File: src/rtl/sys_ctrl_pkg.sv
// Shared constants, command codes and FSM state type for the command sequencer.
package sys_ctrl_pkg;

  localparam int WIDTH       = 8;
  localparam int ADDR_W      = 4;
  localparam int ALU_OUT_W   = 16;
  localparam int FUN_W       = 4;
  localparam int ALU_TIMEOUT = 15;

  // ALU wait timer: counts 0 .. ALU_TIMEOUT-1 while waiting for alu_valid
  localparam int TMR_W = $clog2(ALU_TIMEOUT + 1);

  localparam logic [WIDTH-1:0] CMD_WR      = 8'hAA;
  localparam logic [WIDTH-1:0] CMD_RD      = 8'hBB;
  localparam logic [WIDTH-1:0] CMD_ALU_OP  = 8'hCC;
  localparam logic [WIDTH-1:0] CMD_ALU_NOP = 8'hDD;

  // Register-file slots holding the ALU operands
  localparam logic [ADDR_W-1:0] OPA_ADDR = 4'd0;
  localparam logic [ADDR_W-1:0] OPB_ADDR = 4'd1;

  // Byte positions inside the result word; the low byte is sent first
  localparam int BYTE_LO = 0;
  localparam int BYTE_HI = 1;

  typedef enum logic [3:0] {
    IDLE     = 4'd0,
    WR_ADDR  = 4'd1,
    WR_DATA  = 4'd2,
    RD_ADDR  = 4'd3,
    RD_WAIT  = 4'd4,
    OP_A     = 4'd5,
    OP_B     = 4'd6,
    FUN      = 4'd7,
    ALU_WAIT = 4'd8,
    TX_SEND  = 4'd9,
    TX_ACK   = 4'd10
  } state_t;

endpackage

File: src/rtl/sys_ctrl_if.sv
// Bus bundle between the sequencer and UART / register file / ALU.
// master = the sequencer, slave = the surrounding datapath.
interface sys_ctrl_if;
  import sys_ctrl_pkg::*;

  logic [WIDTH-1:0]     rx_data;
  logic                 rx_valid;
  logic [WIDTH-1:0]     rf_rd_data;
  logic                 rf_rd_valid;
  logic [ALU_OUT_W-1:0] alu_out;
  logic                 alu_valid;
  logic                 tx_busy;
  logic                 rf_wr_en;
  logic                 rf_rd_en;
  logic [ADDR_W-1:0]    rf_addr;
  logic [WIDTH-1:0]     rf_wr_data;
  logic                 alu_en;
  logic [FUN_W-1:0]     alu_fun;
  logic                 clk_gate_en;
  logic [WIDTH-1:0]     tx_data;
  logic                 tx_valid;
  logic                 frame_drop;

  modport master (
    input  rx_data, rx_valid, rf_rd_data, rf_rd_valid, alu_out, alu_valid, tx_busy,
    output rf_wr_en, rf_rd_en, rf_addr, rf_wr_data, alu_en, alu_fun, clk_gate_en,
           tx_data, tx_valid, frame_drop
  );

  modport slave (
    output rx_data, rx_valid, rf_rd_data, rf_rd_valid, alu_out, alu_valid, tx_busy,
    input  rf_wr_en, rf_rd_en, rf_addr, rf_wr_data, alu_en, alu_fun, clk_gate_en,
           tx_data, tx_valid, frame_drop
  );

endinterface

File: src/rtl/sys_ctrl_tx_seq.sv
// Result serializer: holds a 1- or 2-byte result and hands it to UART TX
// low byte first, waiting for a full busy high->low handshake per byte.
module sys_ctrl_tx_seq
  import sys_ctrl_pkg::*;
(
  input  logic                 clk,
  input  logic                 rst,
  input  logic                 load_i,
  input  logic [ALU_OUT_W-1:0] word_i,
  input  logic                 two_i,
  input  logic                 tx_busy_i,
  output logic [WIDTH-1:0]     tx_data_o,
  output logic                 tx_valid_o,
  output logic                 done_o
);

  state_t               phase_q, phase_d;
  logic [ALU_OUT_W-1:0] res_q, res_d;
  logic                 cnt_q, cnt_d;     // bytes still to send after the current one
  logic                 seen_q, seen_d;   // tx_busy observed high for the current byte
  logic [WIDTH-1:0]     tx_data_q, tx_data_d;
  logic                 tx_valid_q, tx_valid_d;
  logic                 done_s;

  // Next-state logic for the send / acknowledge handshake
  always_comb begin
    phase_d    = phase_q;
    res_d      = res_q;
    cnt_d      = cnt_q;
    seen_d     = seen_q;
    tx_data_d  = tx_data_q;
    tx_valid_d = 1'b0;
    done_s     = 1'b0;
    case (phase_q)
      IDLE: begin
        if (load_i) begin
          phase_d = TX_SEND;
          res_d   = word_i;
          cnt_d   = two_i;
        end else begin
          phase_d = IDLE;
        end
      end
      TX_SEND: begin
        if (!tx_busy_i) begin
          tx_valid_d = 1'b1;
          tx_data_d  = res_q[BYTE_LO*WIDTH +: WIDTH];
          seen_d     = 1'b0;
          phase_d    = TX_ACK;
        end else begin
          phase_d = TX_SEND;
        end
      end
      TX_ACK: begin
        if (!seen_q) begin
          seen_d = tx_busy_i;
        end else if (!tx_busy_i) begin
          if (cnt_q) begin
            cnt_d   = 1'b0;
            res_d   = {{WIDTH{1'b0}}, res_q[BYTE_HI*WIDTH +: WIDTH]};
            phase_d = TX_SEND;
          end else begin
            phase_d = IDLE;
            done_s  = 1'b1;
          end
        end else begin
          seen_d = 1'b1;
        end
      end
      default: begin
        phase_d = IDLE;
      end
    endcase
  end

  // Serializer state and registered TX outputs
  always_ff @(posedge clk) begin
    if (rst) begin
      phase_q    <= IDLE;
      res_q      <= {ALU_OUT_W{1'b0}};
      cnt_q      <= 1'b0;
      seen_q     <= 1'b0;
      tx_data_q  <= {WIDTH{1'b0}};
      tx_valid_q <= 1'b0;
    end else begin
      phase_q    <= phase_d;
      res_q      <= res_d;
      cnt_q      <= cnt_d;
      seen_q     <= seen_d;
      tx_data_q  <= tx_data_d;
      tx_valid_q <= tx_valid_d;
    end
  end

  assign tx_data_o  = tx_data_q;
  assign tx_valid_o = tx_valid_q;
  assign done_o     = done_s;

endmodule

File: src/rtl/sys_ctrl.sv
// Command sequencer: parses UART RX frames into register-file / ALU strobes
// and returns read data or ALU results through the TX serializer.
module sys_ctrl
  import sys_ctrl_pkg::*;
(
  input  logic       clk,
  input  logic       rst,
  sys_ctrl_if.master bus
);

  localparam logic [TMR_W-1:0] TMO_LAST = TMR_W'(ALU_TIMEOUT - 1);
  localparam logic [TMR_W-1:0] TMR_ONE  = TMR_W'(1);

  state_t            state_q;
  logic [ADDR_W-1:0] addr_q;
  logic [TMR_W-1:0]  tmr_q;
  logic              rf_wr_en_q;
  logic              rf_rd_en_q;
  logic [ADDR_W-1:0] rf_addr_q;
  logic [WIDTH-1:0]  rf_wr_data_q;
  logic              alu_en_q;
  logic [FUN_W-1:0]  alu_fun_q;
  logic              clk_gate_en_q;
  logic              frame_drop_q;

  logic                 tx_load_s;
  logic [ALU_OUT_W-1:0] tx_word_s;
  logic                 tx_two_s;
  logic                 tx_done_s;
  logic [WIDTH-1:0]     tx_data_s;
  logic                 tx_valid_s;

  // Hand a completed read (1 byte) or ALU result (2 bytes) to the serializer
  always_comb begin
    tx_load_s = 1'b0;
    tx_word_s = {ALU_OUT_W{1'b0}};
    tx_two_s  = 1'b0;
    case (state_q)
      RD_WAIT: begin
        if (bus.rf_rd_valid) begin
          tx_load_s = 1'b1;
          tx_word_s = {{(ALU_OUT_W-WIDTH){1'b0}}, bus.rf_rd_data};
        end else begin
          tx_load_s = 1'b0;
        end
      end
      ALU_WAIT: begin
        if (bus.alu_valid) begin
          tx_load_s = 1'b1;
          tx_word_s = bus.alu_out;
          tx_two_s  = 1'b1;
        end else begin
          tx_load_s = 1'b0;
        end
      end
      default: begin
        tx_load_s = 1'b0;
      end
    endcase
  end

  // Frame parser FSM with registered strobes; strobes default low each cycle
  always_ff @(posedge clk) begin
    if (rst) begin
      state_q       <= IDLE;
      addr_q        <= {ADDR_W{1'b0}};
      tmr_q         <= {TMR_W{1'b0}};
      rf_wr_en_q    <= 1'b0;
      rf_rd_en_q    <= 1'b0;
      rf_addr_q     <= {ADDR_W{1'b0}};
      rf_wr_data_q  <= {WIDTH{1'b0}};
      alu_en_q      <= 1'b0;
      alu_fun_q     <= {FUN_W{1'b0}};
      clk_gate_en_q <= 1'b0;
      frame_drop_q  <= 1'b0;
    end else begin
      rf_wr_en_q   <= 1'b0;
      rf_rd_en_q   <= 1'b0;
      alu_en_q     <= 1'b0;
      frame_drop_q <= 1'b0;
      case (state_q)
        IDLE: begin
          if (bus.rx_valid) begin
            case (bus.rx_data)
              CMD_WR:      state_q <= WR_ADDR;
              CMD_RD:      state_q <= RD_ADDR;
              CMD_ALU_OP:  state_q <= OP_A;
              CMD_ALU_NOP: state_q <= FUN;
              default:     state_q <= IDLE;   // unknown byte is silently ignored
            endcase
          end
        end
        WR_ADDR: begin
          if (bus.rx_valid) begin
            addr_q  <= bus.rx_data[ADDR_W-1:0];
            state_q <= WR_DATA;
          end
        end
        WR_DATA: begin
          if (bus.rx_valid) begin
            rf_wr_en_q   <= 1'b1;
            rf_addr_q    <= addr_q;
            rf_wr_data_q <= bus.rx_data;
            state_q      <= IDLE;
          end
        end
        RD_ADDR: begin
          if (bus.rx_valid) begin
            rf_rd_en_q <= 1'b1;
            rf_addr_q  <= bus.rx_data[ADDR_W-1:0];
            state_q    <= RD_WAIT;
          end
        end
        RD_WAIT: begin
          frame_drop_q <= bus.rx_valid;
          if (tx_load_s) begin
            state_q <= TX_SEND;
          end
        end
        OP_A: begin
          if (bus.rx_valid) begin
            rf_wr_en_q   <= 1'b1;
            rf_addr_q    <= OPA_ADDR;
            rf_wr_data_q <= bus.rx_data;
            state_q      <= OP_B;
          end
        end
        OP_B: begin
          if (bus.rx_valid) begin
            rf_wr_en_q   <= 1'b1;
            rf_addr_q    <= OPB_ADDR;
            rf_wr_data_q <= bus.rx_data;
            state_q      <= FUN;
          end
        end
        FUN: begin
          if (bus.rx_valid) begin
            alu_fun_q     <= bus.rx_data[FUN_W-1:0];
            alu_en_q      <= 1'b1;
            clk_gate_en_q <= 1'b1;
            tmr_q         <= {TMR_W{1'b0}};
            state_q       <= ALU_WAIT;
          end
        end
        ALU_WAIT: begin
          // The alu_en cycle is the first of the ALU_TIMEOUT waiting cycles
          frame_drop_q <= bus.rx_valid;
          if (tx_load_s) begin
            clk_gate_en_q <= 1'b0;
            state_q       <= TX_SEND;
          end else if (tmr_q == TMO_LAST) begin
            clk_gate_en_q <= 1'b0;
            state_q       <= IDLE;
          end else begin
            tmr_q <= tmr_q + TMR_ONE;
          end
        end
        TX_SEND, TX_ACK: begin
          // Byte-level handshaking lives in the serializer; wait for its done
          frame_drop_q <= bus.rx_valid;
          if (tx_done_s) begin
            state_q <= IDLE;
          end
        end
        default: begin
          state_q <= IDLE;
        end
      endcase
    end
  end

  sys_ctrl_tx_seq u_tx_seq (
    .clk        (clk),
    .rst        (rst),
    .load_i     (tx_load_s),
    .word_i     (tx_word_s),
    .two_i      (tx_two_s),
    .tx_busy_i  (bus.tx_busy),
    .tx_data_o  (tx_data_s),
    .tx_valid_o (tx_valid_s),
    .done_o     (tx_done_s)
  );

  assign bus.rf_wr_en    = rf_wr_en_q;
  assign bus.rf_rd_en    = rf_rd_en_q;
  assign bus.rf_addr     = rf_addr_q;
  assign bus.rf_wr_data  = rf_wr_data_q;
  assign bus.alu_en      = alu_en_q;
  assign bus.alu_fun     = alu_fun_q;
  assign bus.clk_gate_en = clk_gate_en_q;
  assign bus.tx_data     = tx_data_s;
  assign bus.tx_valid    = tx_valid_s;
  assign bus.frame_drop  = frame_drop_q;

endmodule

File: src/flat_wrapper.sv
// flat-port wrapper written by rule: the top's interface ports become plain ports
module sys_ctrl_flat import sys_ctrl_pkg::*;
  (clk, rst, bus_rx_data, bus_rx_valid, bus_rf_rd_data, bus_rf_rd_valid, bus_alu_out, bus_alu_valid, bus_tx_busy, bus_rf_wr_en, bus_rf_rd_en, bus_rf_addr, bus_rf_wr_data, bus_alu_en, bus_alu_fun, bus_clk_gate_en, bus_tx_data, bus_tx_valid, bus_frame_drop);
  sys_ctrl_if bus_i ();
  input  logic clk;
  input  logic rst;
  input wire logic [$bits(bus_i.rx_data)-1:0] bus_rx_data;
  input wire logic [$bits(bus_i.rx_valid)-1:0] bus_rx_valid;
  input wire logic [$bits(bus_i.rf_rd_data)-1:0] bus_rf_rd_data;
  input wire logic [$bits(bus_i.rf_rd_valid)-1:0] bus_rf_rd_valid;
  input wire logic [$bits(bus_i.alu_out)-1:0] bus_alu_out;
  input wire logic [$bits(bus_i.alu_valid)-1:0] bus_alu_valid;
  input wire logic [$bits(bus_i.tx_busy)-1:0] bus_tx_busy;
  output wire logic [$bits(bus_i.rf_wr_en)-1:0] bus_rf_wr_en;
  output wire logic [$bits(bus_i.rf_rd_en)-1:0] bus_rf_rd_en;
  output wire logic [$bits(bus_i.rf_addr)-1:0] bus_rf_addr;
  output wire logic [$bits(bus_i.rf_wr_data)-1:0] bus_rf_wr_data;
  output wire logic [$bits(bus_i.alu_en)-1:0] bus_alu_en;
  output wire logic [$bits(bus_i.alu_fun)-1:0] bus_alu_fun;
  output wire logic [$bits(bus_i.clk_gate_en)-1:0] bus_clk_gate_en;
  output wire logic [$bits(bus_i.tx_data)-1:0] bus_tx_data;
  output wire logic [$bits(bus_i.tx_valid)-1:0] bus_tx_valid;
  output wire logic [$bits(bus_i.frame_drop)-1:0] bus_frame_drop;
  assign bus_i.rx_data = bus_rx_data;
  assign bus_i.rx_valid = bus_rx_valid;
  assign bus_i.rf_rd_data = bus_rf_rd_data;
  assign bus_i.rf_rd_valid = bus_rf_rd_valid;
  assign bus_i.alu_out = bus_alu_out;
  assign bus_i.alu_valid = bus_alu_valid;
  assign bus_i.tx_busy = bus_tx_busy;
  assign bus_rf_wr_en = bus_i.rf_wr_en;
  assign bus_rf_rd_en = bus_i.rf_rd_en;
  assign bus_rf_addr = bus_i.rf_addr;
  assign bus_rf_wr_data = bus_i.rf_wr_data;
  assign bus_alu_en = bus_i.alu_en;
  assign bus_alu_fun = bus_i.alu_fun;
  assign bus_clk_gate_en = bus_i.clk_gate_en;
  assign bus_tx_data = bus_i.tx_data;
  assign bus_tx_valid = bus_i.tx_valid;
  assign bus_frame_drop = bus_i.frame_drop;
  sys_ctrl u_core (.clk(clk), .rst(rst), .bus(bus_i));
endmodule
File: config.mk
export PLATFORM = sky130hd
export DESIGN_NAME = sys_ctrl_flat
export DESIGN_NICKNAME = d
export VERILOG_FILES = /design/src/rtl/sys_ctrl_pkg.sv /design/src/rtl/sys_ctrl_if.sv /design/src/rtl/sys_ctrl_tx_seq.sv /design/src/rtl/sys_ctrl.sv /design/src/flat_wrapper.sv
export SDC_FILE = /design/constraint.sdc
export NUM_CORES = 1
export LEC_CHECK = 0
export ABC_AREA = 1
export BUFFER_PORTS_ARGS = -buffer_cell sky130_fd_sc_hd__buf_2
export CELL_PAD_IN_SITES_DETAIL_PLACEMENT = 0
export CELL_PAD_IN_SITES_GLOBAL_PLACEMENT = 1
export CORE_ASPECT_RATIO = 1.2
export CORE_MARGIN = 1.5
export CORE_UTILIZATION = 30
export CTS_CLUSTER_DIAMETER = 80
export DETAILED_ROUTE_END_ITERATION = 8
export MAX_ROUTING_LAYER = met4
export PLACE_DENSITY_LB_ADDON = 0.1
export SLEW_MARGIN = 25
export SYNTH_ARGS = -nofsm -noshare
export SYNTH_HDL_FRONTEND = slang
export SYNTH_SLANG_ARGS = --single-unit
File: constraint.sdc
create_clock -name clk -period 1.6 [get_ports clk]
set_clock_uncertainty 0.2 [all_clocks]
set_input_delay 0 -clock clk [delete_from_list [all_inputs] [get_ports clk]]
set_output_delay 0 -clock clk [all_outputs]
set_load 0.005 [all_outputs]
==> results_dict.tcl <==
set metrics [dict create \
    ff2ff_setup_slack_ns -0.02 \
    gp_congestion 0.856 \
    fp.dieH_um 112 \
    via_count 3183 \
    pwr_density_cell_nw_per_um2 1370 \
    synthArstFlopShare 0 \
    syn_avg_cell_area_um2 6.72 \
    cts_tree "done" \
    arrival_ns 1.68 \
    synth_top_flop_cell "dfxtp_1" \
    vdd_drop_max_mv 0.603 \
    grt_overflow 0 \
    tightest_slew_ns 0.302 \
    drive_gt1_frac 0.313 \
    yosys_warnings 0 \
    timing.final.crit_share 1.01 \
    r2r_end "u_core.state_q[0]" \
    rsz0062_at_grt "yes" \
    crit_path_start_kind "flop" \
    dp_hpwl_um 6270 \
    final.setup.worst_slack_ns -0.0190 \
    power.leakage_nw 2.24 \
    remaining_drc_errors 0 \
    violations "negative hold slack, negative setup slack" \
    crit_fanout 4 \
    antenna_found_initial 0 \
    crit_required_ns 1.66 \
    startpoint "u_core.state_q[0]" \
    timing.rr.start "u_core.state_q[0]" \
    max_stage_delay_ns 0.36 \
    grt_first_pass_wirelength_um 14200 \
    finalMaxSlewViolations 0 \
    finalWirelength_um 8800 \
    clock_latency_ns 0.33 \
    fin_cells 724 \
    fin_crit_ns 1.62 \
    synth_seq_cells 63 \
    dp.cells 667 \
    yosysTopAreaCell "dfxtp_1" \
    clkTransAtPathRegs_ns 0.05 \
    fin_area_um2 4630 \
    outcome "complete, but fails checks" \
    cap_viol_max_count 0 \
    yosys.area.top_type_share 0.422 \
    netlist_instances 445 \
    synth_common_cells "nand2_1 (126), nor2_1 (65), dfxtp_1 (63)" \
    ys_top_cells_by_area "dfxtp_1 (42%), nand2_1 (16%), nor2_1 (8.2%)" \
    cts_max_path_buffers 2 \
    final_nets 636 \
    core_um2 9610 \
    finalSetupViolCount 4 \
    slowest_stage "dfxtp_4" \
    numPortBuffers 67 \
    grt_max_degree 25 \
    die_x_um 94.2 \
    hold_ws_ns -0.00107 \
    synth_edf_count 0 \
    fp-row-count 39 \
    io_pins 68 \
    initial_core_util 0.311 \
    syn_to_final_growth_pct 54.6 \
    fmaxAchievable_ghz 0.618 \
    grtUsageTotal 0.178 \
    tns_ns -0.0636 \
    yosysMostFrequentCell "nand2_1" \
    cts_htree_levels 3 \
    dr.pass1.iters 4 \
    first_global_vias 3174 \
    endpoint "u_core.state_q[0]" \
    synth_nets 485 \
    cts_inserted_buffers 9 \
    root_buffer "clkbuf_16" \
    drt_iter0_markers 102 \
    critical_path_class "reg2reg" \
    n_antenna_cell 0 \
    seq_area_frac_synth 0.422 \
    cts.sinks 63 \
    crit_path_end_kind "flop" \
    routed_via_density 4.40 \
    ys_types 28 \
    hold_path.class "in2reg" \
    dpl-instance-area_um2 3770 \
    ff2ff_path_depth 10 \
    hold_violations 1 \
    fp.dieArea_um2 10600 \
    worstPathCellList "nor2_4, buf_4, nand2_1, inv_1, nand3_1, nand2_2, inv_1, nand3_1, nand2_1, nor2_1" \
    routed_wire_length_per_instance_um 12.1 \
    ant_nets 0 \
    synth_area_um2 2990 \
    max-slew-margin-rel 0.798 \
]
## cells in the final DEF (no fill, tap or decap), types with 2 or more instances in the layout
cell           Yosys  layout
nand2_1          126     110
dfxtp_2            0       2
o21ai_0           28      20
a21oi_1           33      31
inv_6              0       2
inv_1             55      53
inv_4              0       3
nor2_1            65      59
o21ai_1            4      11
nand3_1           19      17
buf_6              2       2
nand2_2            1      16
a21oi_2            0       2
clkinv_2           0       2
nand3_4            2       3
clkbuf_16          0       9
o21ai_2            1       2
dlygate4sd3_1      0      36
nor2_2             3       5
nand3_2            2       3
inv_2              8       5
o22ai_1           12      12
dfxtp_4            0       4
clkinvlp_4         0       2
nand4_4            1       2
buf_4              0      43
buf_12             0       2
dfxtp_1           63      57
xor2_1             2       2
nor2_4             2       6
buf_2              3      67
## cell families (layout without fill, tap and decap cells)
group	after synthesis	after routing	synth area share
AOI/OAI and AO/OA	80	80	0.141
xor gates and xnor gates	2	2	0.00586
adders and majority gates	2	2	0.00836
buffers and inverters	73	229	0.0979
DFF	63	63	0.422
and+or+nand+nor	225	225	0.325
## flip-flops by register name, indices dropped and copies added, names as in the netlist, 3 cells and up
register / cells
u_core.u_tx_seq.tx_data_o: 8
u_core.bus.alu_fun: 4
u_core.state_q: 4
u_core.u_tx_seq.phase_q: 3
u_core.u_tx_seq.res_q: 16
u_core.tmr_q: 4
u_core.bus.rf_wr_data: 8
u_core.addr_q: 4
u_core.bus.rf_addr: 4
## final cells by class
cell class / instances / area (µm²)
Fill cell: 967 / 4990
Clock buffer: 9 / 225
Clock inverter: 7 / 72.6
Timing Repair Buffer: 150 / 1080
Sequential cell: 63 / 1280
Inverter: 63 / 256
Tap cell: 123 / 154
Multi-Input combinational cell: 309 / 1560
## routing by layer
layer  vias to the layer above  GRT usage  share of wire
met1                      1402      0.202           0.45
met5                         -          -              0
li1                       1706          -              -
met3                        15     0.0339          0.031
met2                        60      0.303           0.49
met4                         0     0.0766          0.026
## worst min-delay path by stage
| stage | start | endpoint | slack, ns | cells after the start |
|---|---|---|---|---|
| after floorplan | rst | u_core.tmr_q[3] | -0.13 | 1 |
| after global placement | bus_rx_data[7] | u_core.bus.rf_wr_data[7] | 0.07 | 3 |
| after detailed placement | bus_rx_data[7] | u_core.bus.rf_wr_data[7] | 0.08 | 3 |
| after CTS | bus_rf_rd_valid | u_core.u_tx_seq.cnt_q | 0.003 | 5 |
| after global routing | bus_rf_rd_valid | u_core.u_tx_seq.cnt_q | 0.03 | 5 |
| final | bus_rf_rd_valid | u_core.u_tx_seq.cnt_q | -0.001 | 5 |
## what timing repair did
| action | 4_1_cts | 5_1_grt |
|---|---|---|
| hold buffers | 36 | 0 |
| setup buffers | 1 | 4 |
| pin swaps | 4 | 17 |
| setup endpoints to repair | 34 | 50 |
| hold endpoints to repair | 49 | 0 |
| gates resized for setup | 28 | 36 |
## power by group
group / leakage (nW) / internal, mW / switching (mW)
Clock: 0.142 / 1.21 / 0.752
Sequential: 0.514 / 1.84 / 0.150
Combinational: 1.58 / 1.10 / 1.30
Total: 2.24 / 4.14 / 2.20
## worst max-delay path, delay by kind of cell (launching register included)
family | cells | cell delay (ns)
flops | 1 | 0.36
buf+inv | 3 | 0.27
simple gates | 7 | 0.71
## per-stage QoR
| step | power [mW] | setup slack [ns] | hold slack, ns | util |
|---|---|---|---|---|
| detailed placement | 4.07 | -0.166 | 0.0788 | 0.392 |
| global placement | 4.07 | -0.185 | 0.0703 | 0.392 |
| finish | 6.35 | -0.0190 | -0.00107 | 0.481 |
| floorplan | 3.22 | 0.00706 | -0.131 | - |
| global route | 6.78 | -0.135 | 0.0349 | 0.481 |
| CTS | 6.26 | -0.0141 | 0.00310 | 0.469 |
(Power assumes the default switching activity.)
